**src/rtl/timer_bank_if.sv**
```systemverilog
// Peripheral rd/wr bus between the CPU and the timer bank, plus the IRQ
// line and the kernel-mode mask that rides alongside it.
interface timer_bank_if;
    logic        rd;
    logic        wr;
    logic [31:0] addr;
    logic [31:0] wdata;
    logic [31:0] rdata;
    logic        irqout;
    logic        PC_31;

    modport slave  (input rd, wr, addr, wdata, PC_31, output rdata, irqout);
    modport master (output rd, wr, addr, wdata, PC_31, input rdata, irqout);
endinterface

```
**src/rtl/timer_bank.sv**
```systemverilog
// Bank of N_TIMERS independent prescaled timers on the peripheral bus.
// One timer_bank_ch per channel; the top only decodes the bus and ORs the IRQs.
module timer_bank_ch #(
    parameter int TIMER_W = 32,
    parameter int PRESC_W = 16
) (
    input  logic               sysclk,
    input  logic               reset,
    input  logic               i_wr_th,
    input  logic               i_wr_tl,
    input  logic               i_wr_tcon,
    input  logic               i_wr_presc,
    input  logic               i_w1c,
    input  logic [31:0]        i_wdata,
    output logic [TIMER_W-1:0] o_th,
    output logic [TIMER_W-1:0] o_tl,
    output logic [PRESC_W-1:0] o_presc,
    output logic [3:0]         o_tcon
);
    logic [TIMER_W-1:0] r_th;
    logic [TIMER_W-1:0] r_tl;
    logic [PRESC_W-1:0] r_presc;
    logic [PRESC_W-1:0] r_pcnt;
    logic               r_en;
    logic               r_ie;
    logic               r_stat;
    logic               r_oneshot;
    logic               w_tick;
    logic               w_wrap;

    assign w_tick = r_en && (r_pcnt == r_presc);
    // A bus write to TL on the same edge suppresses the overflow entirely.
    assign w_wrap = w_tick && (&r_tl) && !i_wr_tl;

    always_ff @(posedge sysclk or negedge reset) begin
        if (!reset) begin
            r_th      <= '0;
            r_tl      <= '0;
            r_presc   <= '0;
            r_pcnt    <= '0;
            r_en      <= 1'b0;
            r_ie      <= 1'b0;
            r_stat    <= 1'b0;
            r_oneshot <= 1'b0;
        end else begin
            if (i_wr_th)
                r_th <= i_wdata[TIMER_W-1:0];
            if (i_wr_presc)
                r_presc <= i_wdata[PRESC_W-1:0];

            if (i_wr_tl)
                r_tl <= i_wdata[TIMER_W-1:0];
            else if (w_wrap)
                r_tl <= r_th;
            else if (w_tick)
                r_tl <= r_tl + TIMER_W'(1);

            // Disabled channels hold pcnt at 0, which also covers the EN 0->1 restart.
            if (i_wr_presc || !r_en || w_tick)
                r_pcnt <= '0;
            else
                r_pcnt <= r_pcnt + PRESC_W'(1);

            if (i_wr_tcon) begin
                r_en      <= i_wdata[0];
                r_ie      <= i_wdata[1];
                r_oneshot <= i_wdata[3];
            end else if (w_wrap && r_oneshot) begin
                r_en <= 1'b0;
            end

            // Overflow set beats any clear arriving on the same edge.
            if (w_wrap)
                r_stat <= 1'b1;
            else if ((i_wr_tcon && i_wdata[2]) || i_w1c)
                r_stat <= 1'b0;
        end
    end

    assign o_th    = r_th;
    assign o_tl    = r_tl;
    assign o_presc = r_presc;
    assign o_tcon  = {r_oneshot, r_stat, r_ie, r_en};
endmodule

module timer_bank #(
    parameter int          N_TIMERS  = 4,
    parameter int          TIMER_W   = 32,
    parameter int          PRESC_W   = 16,
    parameter logic [31:0] BASE_ADDR = 32'h40000100
) (
    input  logic         sysclk,
    input  logic         reset,
    timer_bank_if.slave  bus
);
    localparam logic [31:0] PEND_OFF = 32'(16 * N_TIMERS);

    logic [31:0]                      w_off;
    logic                             w_hit;
    logic                             w_pend_sel;
    logic                             w_ch_sel;
    logic [2:0]                       w_ch;
    logic [1:0]                       w_reg;
    logic [N_TIMERS-1:0][TIMER_W-1:0] w_th;
    logic [N_TIMERS-1:0][TIMER_W-1:0] w_tl;
    logic [N_TIMERS-1:0][PRESC_W-1:0] w_presc;
    logic [N_TIMERS-1:0][3:0]         w_tcon;
    logic [N_TIMERS-1:0][3:0]         w_wr_sel;
    logic [N_TIMERS-1:0]              w_stat;
    logic [N_TIMERS-1:0]              w_ie;
    logic [31:0]                      w_rdata;

    // Addresses below BASE_ADDR wrap to a huge offset and fall out of range.
    assign w_off      = bus.addr - BASE_ADDR;
    assign w_hit      = (bus.addr[1:0] == 2'b00) && (w_off <= PEND_OFF);
    assign w_pend_sel = w_hit && (w_off == PEND_OFF);
    assign w_ch_sel   = w_hit && !w_pend_sel;
    assign w_ch       = w_off[6:4];
    assign w_reg      = w_off[3:2];

    generate
        for (genvar g = 0; g < N_TIMERS; g++) begin : g_ch
            for (genvar r = 0; r < 4; r++) begin : g_sel
                assign w_wr_sel[g][r] = bus.wr && w_ch_sel && (w_ch == 3'(g)) && (w_reg == 2'(r));
            end

            timer_bank_ch #(
                .TIMER_W (TIMER_W),
                .PRESC_W (PRESC_W)
            ) u_ch (
                .sysclk     (sysclk),
                .reset      (reset),
                .i_wr_th    (w_wr_sel[g][0]),
                .i_wr_tl    (w_wr_sel[g][1]),
                .i_wr_tcon  (w_wr_sel[g][2]),
                .i_wr_presc (w_wr_sel[g][3]),
                .i_w1c      (bus.wr && w_pend_sel && bus.wdata[g]),
                .i_wdata    (bus.wdata),
                .o_th       (w_th[g]),
                .o_tl       (w_tl[g]),
                .o_presc    (w_presc[g]),
                .o_tcon     (w_tcon[g])
            );

            assign w_stat[g] = w_tcon[g][2];
            assign w_ie[g]   = w_tcon[g][1];
        end
    endgenerate

    always_comb begin
        w_rdata = '0;
        if (bus.rd && w_pend_sel) begin
            w_rdata = 32'(w_stat);
        end else if (bus.rd && w_ch_sel) begin
            for (int i = 0; i < N_TIMERS; i++) begin
                if (w_ch == 3'(i)) begin
                    case (w_reg)
                        2'd0:    w_rdata = 32'(w_th[i]);
                        2'd1:    w_rdata = 32'(w_tl[i]);
                        2'd2:    w_rdata = 32'(w_tcon[i]);
                        default: w_rdata = 32'(w_presc[i]);
                    endcase
                end
            end
        end
    end

    assign bus.rdata  = w_rdata;
    assign bus.irqout = ~bus.PC_31 & (|(w_stat & w_ie));
endmodule

```
**src/flat_wrapper.sv**
```systemverilog
// flat-port wrapper written by rule: the top's interface ports become plain ports
module timer_bank_flat 
#(
    parameter int          N_TIMERS  = 4,
    parameter int          TIMER_W   = 32,
    parameter int          PRESC_W   = 16,
    parameter logic [31:0] BASE_ADDR = 32'h40000100
)
  (sysclk, reset, bus_rd, bus_wr, bus_addr, bus_wdata, bus_PC_31, bus_rdata, bus_irqout);
  timer_bank_if bus_i ();
  input  logic sysclk;
  input  logic reset;
  input wire logic [$bits(bus_i.rd)-1:0] bus_rd;
  input wire logic [$bits(bus_i.wr)-1:0] bus_wr;
  input wire logic [$bits(bus_i.addr)-1:0] bus_addr;
  input wire logic [$bits(bus_i.wdata)-1:0] bus_wdata;
  input wire logic [$bits(bus_i.PC_31)-1:0] bus_PC_31;
  output wire logic [$bits(bus_i.rdata)-1:0] bus_rdata;
  output wire logic [$bits(bus_i.irqout)-1:0] bus_irqout;
  assign bus_i.rd = bus_rd;
  assign bus_i.wr = bus_wr;
  assign bus_i.addr = bus_addr;
  assign bus_i.wdata = bus_wdata;
  assign bus_i.PC_31 = bus_PC_31;
  assign bus_rdata = bus_i.rdata;
  assign bus_irqout = bus_i.irqout;
  timer_bank #(.N_TIMERS(N_TIMERS), .TIMER_W(TIMER_W), .PRESC_W(PRESC_W), .BASE_ADDR(BASE_ADDR)) u_core (.sysclk(sysclk), .reset(reset), .bus(bus_i));
endmodule
```
**config.mk**
```make
export PLATFORM = sky130hd
export DESIGN_NAME = timer_bank_flat
export DESIGN_NICKNAME = d
export VERILOG_FILES = /design/src/rtl/timer_bank_if.sv /design/src/rtl/timer_bank.sv /design/src/flat_wrapper.sv
export SDC_FILE = /design/constraint.sdc
export NUM_CORES = 1
export LEC_CHECK = 0
export ABC_AREA = 1
export BUFFER_PORTS_ARGS = -buffer_cell sky130_fd_sc_hd__buf_2
export CORE_MARGIN = 3
export CORE_UTILIZATION = 40
export DETAILED_ROUTE_END_ITERATION = 12
export GPL_ROUTABILITY_DRIVEN = 0
export PLACE_DENSITY = 0.62
export SLEW_MARGIN = 25
export SYNTH_ARGS = -nofsm -noshare
export SYNTH_HDL_FRONTEND = slang
export SYNTH_HIERARCHICAL = 1
export SYNTH_SLANG_ARGS = --single-unit
```
**constraint.sdc**
```tcl
create_clock -name sysclk -period 5.2 [get_ports sysclk]
set_input_delay 0.52 -clock sysclk [delete_from_list [all_inputs] [get_ports sysclk]]
set_output_delay 0.52 -clock sysclk [all_outputs]
set_load 0.01 [all_outputs]
```
==> metrics.log, run 1 <==
INFO  metric final_net_count = 4,393
INFO  metric portBuffers = between 100 and 150
INFO  metric gr-usage-all-layers = 0.277
INFO  metric power.clock.fraction = 0.491
INFO  metric worstSetupEndpointType = output pin
INFO  metric numClockSinks = 400
INFO  metric dp_slack = 1.09 ns
INFO  metric hold_path.startpoint = bus_wdata[26]
INFO  metric drt_first_pass_iters = 6
INFO  metric critical_path_startpoint = bus_addr[3]
INFO  metric netlist.top_cell.by_area = dfrtp_1
INFO  metric synth_enable_flop_cells = 0
INFO  metric fin_cells = around 5.3k
INFO  metric cts-buffers-inserted = 49
INFO  metric std_cell_rows = 97
INFO  metric total_leakage_power = about 17 nW
INFO  metric setup-tns-final = 0 ns
INFO  metric detail_route.wirelength = around 100 mm
INFO  metric wire_length_of_the_first_global_routing_pass = 161 mm
INFO  metric async_reset_ff_frac = 1.00
INFO  metric peakVddDrop = roughly 0.00018 V
INFO  metric grt_pass1_vias = between 20k and 30k
INFO  metric layout_worst_path_cycle_share = 0.729
INFO  metric critical_path_required = 4.68 ns
INFO  metric post-synth-top-area-fraction = 0.351
INFO  metric cts.reportedPaths.clkPinSlew = 0.06 ns
INFO  metric path_max_fanout = between 40 and 50
INFO  metric ys.warnings.count = 6
INFO  metric slew_violations = 0
INFO  metric die_h = 273 µm
INFO  metric worst_pin_slew = ~1.1 ns
INFO  metric worst_skew_pair.late_latency = around 0.62 ns
INFO  metric post-route-drc-count = 0
INFO  metric p_sw = between 1.5 and 2 mW
INFO  metric drive_gt1_frac = 0.0927
INFO  metric post_cts_resize_count = 0
INFO  metric pin_count_of_the_biggest_net_entering_global_routing = around 120
INFO  metric achievable-frequency = around 260 MHz
INFO  metric die-area = around 75,000 µm²
INFO  metric mappedNetlistNets = 4,400
INFO  metric layout_min_cycle_time = 3.79 ns
INFO  metric wl_per_cell = 19.8 µm
INFO  metric final.setup.worst_slack = 1.41 ns
INFO  metric synth_seq_area_share = 0.351
INFO  metric unrepaired_setup_endpoints_after_global_routing = false
INFO  metric die_width = 273 µm
INFO  metric internal_power_consumption = between 5 and 6 mW
INFO  metric fp.coreArea = 70,400 µm²
INFO  metric run_status = completed
INFO  metric power_per_cell_area = between 200 and 250 nW/µm²
INFO  metric floorplan.initialDensity = 0.406
INFO  metric yosys-top-cells-area = dfrtp_1 35%, nand2_1 18%, inv_1 7.9%
INFO  metric final.setup_skew = between 0.015 and 0.02 ns
INFO  metric floorplan.io_pins = approximately 100
INFO  metric worst_slew_margin_rel = 0.271
INFO  metric finalSetupViolations = 0
INFO  metric worst_r2r_startpoint = u_core/g_ch[3].u_ch/o_tl[0]
INFO  metric netlist_area = between 20,000 and 30,000 µm²
INFO  metric layout.cells.most_common_list = 1,395 x nand2_1, 597 x inv_1, 420 x nand3_1
INFO  metric drt_iter0_drc = roughly 3.4k
INFO  metric cts.repair_timing.setup_buffer_count = 0
INFO  metric final.hold.worst_slack = 0.296 ns
INFO  metric p_comb_frac = 0.065
INFO  metric syn_inst = 4,323
INFO  metric timing.critical_path.from_type = primary input
INFO  metric placed_cells = ~5.2k
INFO  metric cts_root_buf = clkbuf_16
INFO  metric flow.area_growth_from_synthesis = 8.90%
INFO  metric synth.avg_cell_area = around 6.6 µm²
INFO  metric vias_per_cell = about 5.4
INFO  metric reg_power_frac = 0.444
INFO  metric max-clock-path-buffers = 3
INFO  metric route.vias.total = around 29k
INFO  metric timing.hold.worst.class = primary input to flop
INFO  metric crit_type = primary input to output pin
INFO  metric grt_antenna_before_repair = 1
INFO  metric finalHoldViolCount = 0
INFO  metric route.antenna.remaining_nets = 0
INFO  metric cts_max_level = 2
INFO  metric layout.cells.most_common = nand2_1
INFO  metric maxCapViolCount = 0
INFO  metric ys.flop_type = dfrtp_1
INFO  metric globalRouteOverflowTotal = 0
INFO  metric netlist-cell-type-count = 55
INFO  metric critPathArrivalTime = approximately 3.3 ns
INFO  metric synth-seq-cells = 400
INFO  metric cts_tree = yes
INFO  metric power.switching_fraction = 0.258
INFO  metric cts_hold_buf = 1
INFO  metric dp.final_hpwl = roughly 75 mm
[logic make-up after synthesis]
| logic type | share of synthesized area |
|---|---|
| AOI/OAI and AO/OA | 0.111 |
| buffers and inverters | 0.124 |
| xor gates and xnor gates | 0.0298 |
| DFF | 0.351 |
| adders and majority gates | 0.00351 |
| muxes | 0.00355 |
| and+or+nand+nor | 0.377 |
[synth_stat cells, types with 36 or more instances]
cell / instances
dfrtp_1: 400
xor2_1: 83
nand3_1: 420
inv_1: 597
o22ai_1: 38
nor3_1: 96
nor2_1: 325
nand4_1: 45
inv_2: 43
buf_4: 36
o21ai_0: 313
nor2_2: 41
a21oi_1: 70
nand2_1: 1395
a22o_1: 55
clkbuf_1: 94
[power groups by stage]
stage / Combinational [mW] / Sequential, mW / Clock (mW)
final: 0.459 / 3.11 / 3.45
after global routing: 0.485 / 3.11 / 3.64
after CTS: 0.456 / 3.11 / 3.51
after detailed placement: 0.454 / 3.17 / 0
after global placement: 0.455 / 3.17 / 0
after floorplan: 0.162 / 3.17 / 0
[layout make-up]
cell class | instances | area [µm²]
Sequential cell | 400 | 10000
Timing Repair Buffer | 136 | 818
Fill cell | 7398 | 39300
Clock buffer | 75 | 1460
Inverter | 648 | 2430
Antenna cell | 1 | 2.50
Multi-Input combinational cell | 3081 | 15000
Tap cell | 940 | 1180
Clock inverter | 16 | 133
[routing by layer]
metal  routed length, µm  track usage  vias to the layer above
met5                  12            0                        -
met4                4630        0.113                        2
met3                9700       0.0482                      213
met2               43100        0.402                     1327
met1               47200        0.405                    13400
li1                    -            -                    13700
[through the flow]
step	total power, mW	util	area [µm²]
detailed placement	3.62	0.419	29500
finish	7.02	0.442	31100
global placement	3.62	0.419	29500
global route	7.23	0.442	31100
CTS	7.08	0.442	31100
floorplan	3.33	-	28500
[state kept, by name, indices dropped and copies added (netlist names)]
signal and flops:
u_core/g_ch.u_ch/r_stat 4, u_core/g_ch.u_ch/r_ie 4, u_core/g_ch.u_ch/o_th 128, u_core/g_ch.u_ch/o_tl 128, u_core/g_ch.u_ch/r_en 4, u_core/g_ch.u_ch/r_oneshot 4
u_core/g_ch.u_ch/r_pcnt 64, u_core/g_ch.u_ch/o_presc 64
[path summary, 6_finish.rpt]
| kind | to | slack (ns) | cells past startpoint |
|---|---|---|---|
| hold / removal | u_core/g_ch[2].u_ch/o_th[26] | 0.30 | 3 |
| max in group asynchronous | u_core/g_ch[1].u_ch/o_tl[27] | 3.44 | 3 |
| hold reg to reg | u_core/g_ch[3].u_ch/r_pcnt[0] | 0.55 | 1 |
| min in group asynchronous | u_core/g_ch[3].u_ch/r_pcnt[13] | 0.50 | 2 |
| setup reg to reg | u_core/g_ch[3].u_ch/r_en | 2.25 | 8 |
| setup / recovery | bus_rdata[31] | 1.41 | 8 |
[critical path, stage by stage]
cell	delay, ns
buf_2	0.22
nor2_4	0.16
buf_4	0.54
buf_4	0.63
a22o_1	0.30
a221oi_1	0.11
nor2_1	0.50
buf_2	0.25
(Power assumes the default switching activity.)
==> run 2, diff against run 1 <==
==> constraint.sdc (replaced) <==
create_clock -name sysclk -period 3.8 [get_ports sysclk]
set_input_delay 0.38 -clock sysclk [delete_from_list [all_inputs] [get_ports sysclk]]
set_output_delay 0.38 -clock sysclk [all_outputs]
set_load 0.01 [all_outputs]
==> run 2 against run 1 <==
Compared with the run above:
- first-iteration DRC count rose by 1.3%
- sequential power rose by 37%
- setup slack got worse by 0.84 ns
- count of clock-buffer cells in the layout fell by 3
- critical path type unchanged
- largest cell class unchanged
- largest power group unchanged
- highest routed layer is now met4
==> metrics.log, run 2 (synthesized netlist as in run 1, its figures left out) <==
INFO  metric power.switching_fraction = 0.253
INFO  metric run_status = completed
INFO  metric internal_power_consumption = approximately 7.4 mW
INFO  metric globalRouteOverflowTotal = 0
INFO  metric power.clock.fraction = 0.505
INFO  metric timing.critical_path.from_type = primary input
INFO  metric vias_per_cell = roughly 5.4
INFO  metric portBuffers = 101
INFO  metric dp_slack = between 0.1 and 0.15 ns
INFO  metric p_sw = 2.51 mW
INFO  metric route.vias.total = slightly below 30k
INFO  metric flow.area_growth_from_synthesis = 10.4%
INFO  metric cts.reportedPaths.clkPinSlew = about 0.060 ns
INFO  metric route.antenna.remaining_nets = 0
INFO  metric cts_root_buf = clkbuf_16
INFO  metric final.hold.worst_slack = 0.142 ns
INFO  metric die-area = ~75,000 µm²
INFO  metric wl_per_cell = around 20 µm
INFO  metric critPathArrivalTime = between 2 and 3 ns
INFO  metric dp.final_hpwl = between 70 and 80 mm
INFO  metric finalHoldViolCount = 0
INFO  metric setup-tns-final = 0 ns
INFO  metric design_power_total = 9.90 mW
INFO  metric num_antenna_cells = 0
INFO  metric final.setup_skew = roughly 0.021 ns
INFO  metric numClockSinks = 400
INFO  metric timing.hold.worst.class = primary input to flop
INFO  metric slew_violations = 0
INFO  metric max-clock-path-buffers = 3
INFO  metric cts_tree = yes
INFO  metric wire_length_of_the_first_global_routing_pass = between 150 and 200 mm
INFO  metric pin_count_of_the_biggest_net_entering_global_routing = a little under 90
INFO  metric total_leakage_power = roughly 17 nW
INFO  metric power_per_cell_area = approximately 310 nW/µm²
INFO  metric final.setup.worst_slack = approximately 0.56 ns
INFO  metric std_cell_rows = 97
INFO  metric die_width = 273 µm
INFO  metric critical_path_required = 3.42 ns
INFO  metric final_net_count = between 4k and 5k
INFO  metric drive_gt1_frac = 0.100
INFO  metric reg_power_frac = 0.430
INFO  metric cts-buffers-inserted = 49
INFO  metric post-route-drc-count = 0
INFO  metric grt_pass1_vias = 26.4k
INFO  metric maxCapViolCount = 0
INFO  metric p_comb_frac = 0.064
INFO  metric path_max_fanout = 13
INFO  metric worst_skew_pair.late_latency = ~0.62 ns
INFO  metric detail_route.wirelength = around 110 mm
INFO  metric layout_min_cycle_time = roughly 3.2 ns
INFO  metric gr-usage-all-layers = 0.279
INFO  metric die_h = between 200 and 300 µm
INFO  metric worstSetupEndpointType = output pin
INFO  metric crit_type = primary input to output pin
INFO  metric drt_first_pass_iters = 6
INFO  metric fp.coreArea = 70,400 µm²
INFO  metric layout.cells.most_common_list = 1,395 x nand2_1, 597 x inv_1, 420 x nand3_1
INFO  metric achievable-frequency = roughly 310 MHz
INFO  metric floorplan.io_pins = a little over 100
INFO  metric floorplan.initialDensity = 0.406
INFO  metric layout.cells.most_common = nand2_1
INFO  metric worst_pin_slew = slightly above 0.9 ns
INFO  metric unrepaired_setup_endpoints_after_global_routing = false
INFO  metric peakVddDrop = between 0.0002 and 0.0003 V
INFO  metric fillers = 7,427
INFO  metric layout_worst_path_cycle_share = 0.852
INFO  metric grt_antenna_before_repair = 0
INFO  metric worst_slew_margin_rel = 0.382
INFO  metric drt_iter0_drc = between 3k and 4k
INFO  metric finalSetupViolations = 0
INFO  metric cts_max_level = 2
INFO  metric post_cts_resize_count = 0
-- run 2: through the flow --
stage / std cells / utilization / cell area, µm²
floorplan: 4323 / - / 28500
global placement: 5240 / 0.424 / 29800
detailed placement: 5240 / 0.424 / 29800
CTS: 5329 / 0.448 / 31500
global route: 5329 / 0.448 / 31500
finish: 5329 / 0.448 / 31500
-- run 2: layout make-up --
cell class | count | area (µm²) | area share
repair buffers | 172 | 1160 | 0.0369
clock buffers | 72 | 1450 | 0.0461
well taps | 940 | 1180 | 0.0373
flip-flops and latches | 400 | 10000 | 0.318
inverters | 648 | 2430 | 0.0772
multi-input cells | 3081 | 15000 | 0.477
clock inverters | 16 | 235 | 0.00746
-- run 2: critical path: stages --
cell	delay [ns]
buf_2	0.12
inv_1	0.08
nor3_2	0.50
inv_1	0.46
o31ai_1	0.63
o21ai_0	0.15
nor2_1	0.33
buf_2	0.21
-- run 2: path summary, 6_finish.rpt --
kind	startpoint	endpoint	depth (start not counted)	slack (ns)
max in group asynchronous	reset	u_core/g_ch[0].u_ch/o_tl[27]	3	2.38
setup / recovery	bus_addr[4]	bus_rdata[7]	8	0.56
setup reg to reg	u_core/g_ch[2].u_ch/o_tl[0]	u_core/g_ch[2].u_ch/o_tl[3]	10	1.07
hold / removal	bus_wdata[20]	u_core/g_ch[3].u_ch/o_th[20]	3	0.14
hold reg to reg	u_core/g_ch[1].u_ch/r_pcnt[0]	u_core/g_ch[1].u_ch/r_pcnt[0]	1	0.54
min in group asynchronous	reset	u_core/g_ch[3].u_ch/r_pcnt[9]	2	0.37
-- run 2: layer usage --
layer	vias up	wire, µm	track usage
li1	13800	-	-
met1	13600	46800	0.407
met2	1376	43700	0.406
met3	230	9580	0.0409
met4	0	5340	0.126
met5	-	0	0
-- run 2: power by group through the flow --
stage	Sequential, mW	Combinational, mW	Clock (mW)
5_1_grt	4.26	0.674	5.22
3_3_place_gp	4.34	0.632	0
2_1_floorplan	4.34	0.221	0
3_5_place_dp	4.34	0.630	0
6_report	4.26	0.638	5.00
4_1_cts	4.26	0.633	5.07
-- run 2: repair_timing --
action	CTS	global route
setup buffers	0	0
hold buffers	1	0
endpoints found under the hold margin	80	0
